`src/rtl/mem_arb_pkg.sv`:
```
// Shared types and constants for the memory-port arbiter.
package mem_arb_pkg;

  typedef enum logic [1:0] {
    IDLE,
    WAIT_IF,
    WAIT_DM,
    DROP_IF
  } arb_state_e;

  localparam int unsigned DATA_W_DEF = 32;
  localparam int unsigned STRB_W     = DATA_W_DEF / 8;

endpackage

```
`src/rtl/mem_port_arbiter.sv`:
```
// Shares one memory port between instruction fetch and data access, with
// data priority bounded by a starvation limit and flush-aware fetch drop.
module mem_port_arbiter
  import mem_arb_pkg::*;
#(
  parameter int unsigned ADDR_W     = 32,
  parameter int unsigned DATA_W     = 32,
  parameter int unsigned STARVE_MAX = 4
) (
  input  logic                  clk,
  input  logic                  rst_n,
  input  logic                  flush,
  input  logic                  if_req,
  input  logic [ADDR_W-1:0]     if_addr,
  output logic                  if_valid,
  output logic [DATA_W-1:0]     if_rdata,
  output logic                  if_stall,
  input  logic                  dm_req,
  input  logic [DATA_W/8-1:0]   dm_we,
  input  logic [ADDR_W-1:0]     dm_addr,
  input  logic [DATA_W-1:0]     dm_wdata,
  output logic                  dm_valid,
  output logic [DATA_W-1:0]     dm_rdata,
  output logic                  dm_stall,
  output logic                  mem_req,
  output logic [DATA_W/8-1:0]   mem_we,
  output logic [ADDR_W-1:0]     mem_addr,
  output logic [DATA_W-1:0]     mem_wdata,
  input  logic                  mem_gnt,
  input  logic                  mem_rvalid,
  input  logic [DATA_W-1:0]     mem_rdata
);

  localparam int unsigned     CNT_W      = $clog2(STARVE_MAX + 1);
  localparam logic [CNT_W-1:0] STARVE_LIM = CNT_W'(STARVE_MAX);

  arb_state_e       state_q, state_d;
  logic [CNT_W-1:0] starve_q, starve_d;
  logic             if_ok, sel_dm, sel_if;

  always_comb begin
    if_ok  = if_req && !flush;
    sel_dm = dm_req && !(if_ok && (starve_q == STARVE_LIM));
    sel_if = !sel_dm && if_ok;
  end

  always_comb begin
    mem_we    = sel_dm ? dm_we : '0;
    mem_addr  = sel_dm ? dm_addr : if_addr;
    mem_wdata = dm_wdata;
    if_rdata  = mem_rdata;
    dm_rdata  = mem_rdata;
  end

  always_comb begin
    state_d  = state_q;
    starve_d = starve_q;
    mem_req  = 1'b0;
    if_valid = 1'b0;
    dm_valid = 1'b0;
    unique case (state_q)
      IDLE: begin
        mem_req = sel_dm || sel_if;
        if (!if_ok) starve_d = '0;
        if (mem_gnt && sel_dm) begin
          state_d = WAIT_DM;
          if (if_ok && (starve_q != STARVE_LIM)) starve_d = starve_q + CNT_W'(1);
        end else if (mem_gnt && sel_if) begin
          state_d  = WAIT_IF;
          starve_d = '0;
        end
      end
      WAIT_DM: begin
        if (mem_rvalid) begin
          dm_valid = 1'b1;
          state_d  = IDLE;
        end
      end
      WAIT_IF: begin
        // A flush coincident with the response discards it without detouring via DROP_IF.
        if (mem_rvalid) begin
          if_valid = !flush;
          state_d  = IDLE;
        end else if (flush) begin
          state_d = DROP_IF;
        end
      end
      DROP_IF: begin
        if (mem_rvalid) state_d = IDLE;
      end
      default: state_d = IDLE;
    endcase
    if (!rst_n) begin
      mem_req  = 1'b0;
      if_valid = 1'b0;
      dm_valid = 1'b0;
    end
  end

  always_comb begin
    if_stall = if_req && !if_valid;
    dm_stall = dm_req && !dm_valid;
  end

  always_ff @(posedge clk or negedge rst_n) begin
    if (!rst_n) begin
      state_q  <= IDLE;
      starve_q <= '0;
    end else begin
      state_q  <= state_d;
      starve_q <= starve_d;
    end
  end

endmodule
```
`config.mk`:
```
export PLATFORM = sky130hd
export DESIGN_NAME = mem_port_arbiter
export DESIGN_NICKNAME = d
export VERILOG_FILES = /design/src/rtl/mem_arb_pkg.sv /design/src/rtl/mem_port_arbiter.sv
export SDC_FILE = /design/constraint.sdc
export NUM_CORES = 1
export LEC_CHECK = 0
export CORE_AREA = 2 2 108 110
export CTS_CLUSTER_DIAMETER = 100
export DETAILED_ROUTE_END_ITERATION = 10
export DIE_AREA = 0 0 110 112
export REMOVE_ABC_BUFFERS = 1
export SETUP_SLACK_MARGIN = 0.15
export SYNTH_ARGS = -nofsm -noshare
export SYNTH_HDL_FRONTEND = slang
export SYNTH_SLANG_ARGS = --single-unit
export TNS_END_PERCENT = 20
```
`constraint.sdc`:
```
create_clock -name clk -period 4.29 [get_ports clk]
set_clock_uncertainty 0.2 [all_clocks]
set_input_delay 0.858 -clock clk [delete_from_list [all_inputs] [get_ports clk]]
set_output_delay 0.858 -clock clk [all_outputs]
set_load 0.05 [all_outputs]
```
==> Yosys cells after proc, flatten, opt, wreduce, memory -nomap -nowiden <==
Index checks and enable logic that the tools add are counted.
{ "classes": {"addsub": 1, "n_reduce_logical": 18, "muxes": 20, "eq_ne": 8} }
{ "op_table": {"columns": ["operator", "count"], "rows": [
  ["two-way mux 32 bit", 1],
  ["two-way mux 3 bit", 4],
  ["two-way mux 2 bit", 5],
  ["logical AND 1 bit", 9],
  ["!= test 3 bit (second input constant)", 3],
  ["two-way mux 1 bit", 8],
  ["case mux 2 bit (3 select lines)", 1],
  ["logical NOT 1 bit", 5],
  ["equality test 2 bit (second input constant)", 2],
  ["two-way mux 4 bit", 1],
  ["adder 3 x 1 -> 3 bit (second input constant)", 1],
  ["equality test 3 bit (second input constant)", 1],
  ["AND reduction 3 bit", 1],
  ["equality test 2 x 1 -> 1 bit (second input constant)", 1],
  ["logical NOT 2 bit", 1],
  ["!= test 2 x 1 -> 1 bit (second input constant)", 1],
  ["OR reduction 2 bit", 1],
  ["logical OR 1 bit", 1]
]} }
{ "totals": {"in_bits": 139, "register_bits": 5, "word_cells": 49, "out_inout_bits": 137} }

==> Logic depth before layout (Yosys ltp) <==
Gate-level depths: netlist of run 1.
{ "logic_depth": {"word_depth": 11, "ltp_mapped": 6, "ltp_nobuf": 5} }

==> Worst setup path before layout of run 1 <==
OpenSTA, ideal clock, no wires.
{ "synth_timing": {"path_type": "input to output", "startpoint": "in rst_n", "endpoint": "out if_stall", "required_ns": 3.232, "n_path_buf": 0, "setup_slack_ns": -0.101, "stages": 3, "arrival_time_ns": 3.333, "cell_sequence": "nand2_1 nor4b_1 nor2b_1"} }
{ "synth_via": {"elab_chain_cells": 3} }
{ "synth_lines": {"columns": ["element", "line", "rtl"], "rows": [
  ["start, declared", "mem_port_arbiter.sv:11", "input logic rst_n,"],
  ["two-way mux 1 bit", "mem_port_arbiter.sv:93", "if (!rst_n) begin"],
  ["via if_valid", "mem_port_arbiter.sv:15", "output logic if_valid,"],
  ["logical NOT 1 bit", "mem_port_arbiter.sv:101", "if_stall = if_req && !if_valid;"],
  ["logical AND 1 bit", "mem_port_arbiter.sv:101", null],
  ["end, declared", "mem_port_arbiter.sv:17", "output logic if_stall,"]
]} }
The timed path passes the listed nets, and every way through them passes these cells.

==> Worst setup path in the final report of run 1 <==
{ "layout_timing": {"startpoint": "in flush", "endpoint": "out mem_addr[2]"} }
{ "layout_via": {"elab_chain_cells": 6} }
{ "layout_lines": {"columns": ["element", "line", "rtl"], "rows": [
  ["start, declared", "mem_port_arbiter.sv:12", "input logic flush,"],
  ["logical NOT 1 bit", "mem_port_arbiter.sv:42", "if_ok = if_req && !flush;"],
  ["logical AND 1 bit", "mem_port_arbiter.sv:42", null],
  ["logical AND 1 bit", "mem_port_arbiter.sv:43", "sel_dm = dm_req && !(if_ok && (starve_q == STARVE_LIM));"],
  ["logical NOT 1 bit", "mem_port_arbiter.sv:43", null],
  ["logical AND 1 bit", "mem_port_arbiter.sv:43", null],
  ["two-way mux 32 bit", "mem_port_arbiter.sv:49", "mem_addr = sel_dm ? dm_addr : if_addr;"],
  ["end, declared", "mem_port_arbiter.sv:27", "output logic [ADDR_W-1:0] mem_addr,"]
]} }
No other way between the ends.

==> qor.yml, run 1 <==
timing:
  period_needed_ns: 3.71
  hold_viol: 0
  relSlewSlack: 0.658
  drv_slew: 0
  finalCritPeriodShare: 0.864
  worst_pin_slew_ns: 0.511
  setup_viol: 0
  hold_slack_ns: 0.372
  timing.fmax_mhz: 270
  rsz0062_at_grt: "no"
clock_network:
  post_cts_resize_count: 0
  cts.sinks: 5
  cts_hold_buf: 0
  cts-root-buf: "clkbuf_16"
  cts_tree: "done"
  cts_setup_buffers: 0
  clk_path_buf_depth: 2
  htreeDepth: 1
  cts.clk_slew.worst_paths_ns: 0.03
  cts_buffers: 3
  clk_latency_ns: 0.23
global_routing:
  antenna_found_initial: 0
  grt_use_total: 0.160
  grt_remaining_overflow: 0
  grt_pass1_vias: 1298
  grt_max_degree: 37
  grt_pass1_wl_microns: 12800
logic_synthesis:
  synth.top_cell.area_share: 0.484
  syn_area_sq_um: 1490
  yosys-top-cells-count: "96 x buf_4, 32 x mux2_2, 7 x inv_1"
  synth_cell_types: 22
  ys_seq_elements: 5
  syn_area_per_cell_sq_um: 8.51
  synthFlopType: "dfrtp_1"
  synth_area_leaders: "buf_4 48%, mux2_2 24%, dfrtp_1 8.4%"
  yosysMostFrequentCell: "buf_4"
  yosysTopAreaCell: "buf_4"
  synth.yosys.warnings: 0
  netlist_instances: 175
  synth_edf_count: 0
  ys_seq_area_frac: 0.0840
  async_reset_ff_frac: 1.00
final_layout:
  nFillCells: 1189
  syn_to_final_growth_pct: 38.7
  design_area_sq_um: 2070
  fin_nets: 339
  diodes: 0
  drive_above_1_share: 0.391
critical_path:
  required_ns: 3.23
  endpoint_kind: "output pin"
  critPathSlowestCell: "clkdlybuf4s50_1"
  critPathMaxFanout: 36
  critical_path_class: "input port to output pin"
  slowest_delay_ns: 0.46
  crit_chain: "clkdlybuf4s50_1 > nand2b_4 > o21ai_4 > buf_4 > mux2_2 > buf_4"
  worstPathArrival_ns: 2.65
  cp-start-kind: "input port"
  crit_top_cell: "buf_4"
placement:
  dp_hpwl_microns: 9320
  gp_congestion: 0.825
  port_buffers: 115
  dpl_cell_area_sq_um: 1990
floorplanning:
  die_x_microns: 110
  ios: 276
  design.core.area_sq_um: 11200
  initial_utilization: 0.133
  rows: 39
  die_area_sq_um: 12300
  die_h_microns: 112
worst_hold_path:
  hold_class: "flop to flop"
routing:
  wl_microns: 10300
  drt-pass1-iter-count: 4
  post_drt_via_cell_ratio: 3.85
  drt_iter0_drc: 62
  vias: 1308
  drc: 0
  drtAntennaViolNets: 0
  avgRoutedWirePerCell_microns: 30.3
power_and_ir_drop:
  p_leak_nw: 0.835
  power_density_nw_per_um2: 235
  ir_worst_vdd_v: 0.000127
run_status:
  status: "completed"
flow_run:
  cap_violations: 0
-- flip-flops by register name, summed over array words and instances, names as in the netlist --
signal / count
state_q: 2
starve_q: 3
-- metal layers --
layer	global-route usage	up-vias	part of all wire
li1	-	527	-
met1	0.142	550	0.28
met2	0.190	217	0.37
met3	0.251	11	0.33
met4	0.0287	3	0.0080
met5	0.0504	-	0.0067
-- report_power, final --
group	switching [mW]	total, mW	internal [mW]
Sequential	0.00299	0.0531	0.0501
Clock	0.0321	0.155	0.123
Combinational	0.150	0.276	0.126
Total	0.185	0.485	0.300
-- path summary, 6_finish.rpt --
path                                         start                       to  slack (ns)  depth (start not counted)
max reg2reg                starve_q[0]$_DFFE_PN0N_   state_q[0]$_DFFE_PN0P_        2.79                          5
min                        starve_q[1]$_DFFE_PN0N_  starve_q[1]$_DFFE_PN0N_        0.37                          2
max in group asynchronous                    rst_n   state_q[1]$_DFFE_PN0P_        3.00                          2
min reg2reg                starve_q[1]$_DFFE_PN0N_  starve_q[1]$_DFFE_PN0N_        0.37                          2
min in group asynchronous                    rst_n  starve_q[1]$_DFFE_PN0N_        0.78                          2
max                                          flush              mem_addr[2]        0.58                          6
-- cells in the final DEF (no fill, tap or decap), drive strengths merged, types with 3 or more instances in the layout --
master | netlist | routed
clkdlybuf4s50 | 0 | 78
buf | 99 | 39
mux2 | 32 | 32
inv | 7 | 7
o21ai | 6 | 6
nor2 | 5 | 5
dfrtp | 5 | 5
clkbuf | 0 | 4
nor2b | 3 | 3
a21oi | 3 | 3
-- area by class of cell --
| type | count | area (sq um) | area share |
|---|---|---|---|
| Tap cell | 143 | 179 | 0.0866 |
| Clock buffer | 4 | 78.8 | 0.0382 |
| Inverter | 7 | 26.3 | 0.0127 |
| Sequential cell | 5 | 125 | 0.0606 |
| Timing Repair Buffer | 117 | 1070 | 0.520 |
| Multi-Input combinational cell | 64 | 583 | 0.282 |
-- per-stage QoR --
step	power (mW)	util	TNS [ns]	std cells	setup slack (ns)
finish	0.485	0.185	0	340	0.583
global route	0.507	0.185	0	340	0.468
CTS	0.490	0.185	0	340	0.569
detailed placement	0.330	0.178	0	336	0.580
global placement	0.330	0.178	0	336	0.585
floorplan	0.205	-	-0.101	76	-0.101
-- cell families (layout without fill, tap and decap cells) --
logic type	Yosys count	count (layout)	synth area share
flip-flops	5	5	0.0840
multiplexers	32	32	0.242
adder cells (fa/ha/maj)	2	2	0.0168
AO/OA/AOI/OAI	13	13	0.0622
buffers and inverters	106	128	0.524
AND/OR/NAND/NOR	17	17	0.0706
-- worst max-delay path: cells and delay by family --
kind / cells / cell delay [ns]
buf+inv: 3 / 1.04
mux: 1 / 0.41
compound gates: 1 / 0.13
simple gates: 1 / 0.19
Power figures use the tool's default switching activity.
==> inputs of run 2 (changes only) <==
--- a/config.mk
+++ b/config.mk
@@ -14,4 +14,3 @@
 export SYNTH_ARGS = -nofsm -noshare
 export SYNTH_HDL_FRONTEND = slang
 export SYNTH_SLANG_ARGS = --single-unit
-export TNS_END_PERCENT = 20
==> results of run 2 <==
Final layout, timing and power as in run 1 (identical DEF).
==> inputs of run 3 (changes only) <==
--- a/config.mk
+++ b/config.mk
@@ -9,6 +9,7 @@
 export CTS_CLUSTER_DIAMETER = 100
 export DETAILED_ROUTE_END_ITERATION = 10
 export DIE_AREA = 0 0 110 112
+export GPL_ROUTABILITY_DRIVEN = 1
 export REMOVE_ABC_BUFFERS = 1
 export SETUP_SLACK_MARGIN = 0.15
 export SYNTH_ARGS = -nofsm -noshare
==> results of run 3 <==
Final layout, timing and power as in run 1 (identical DEF).
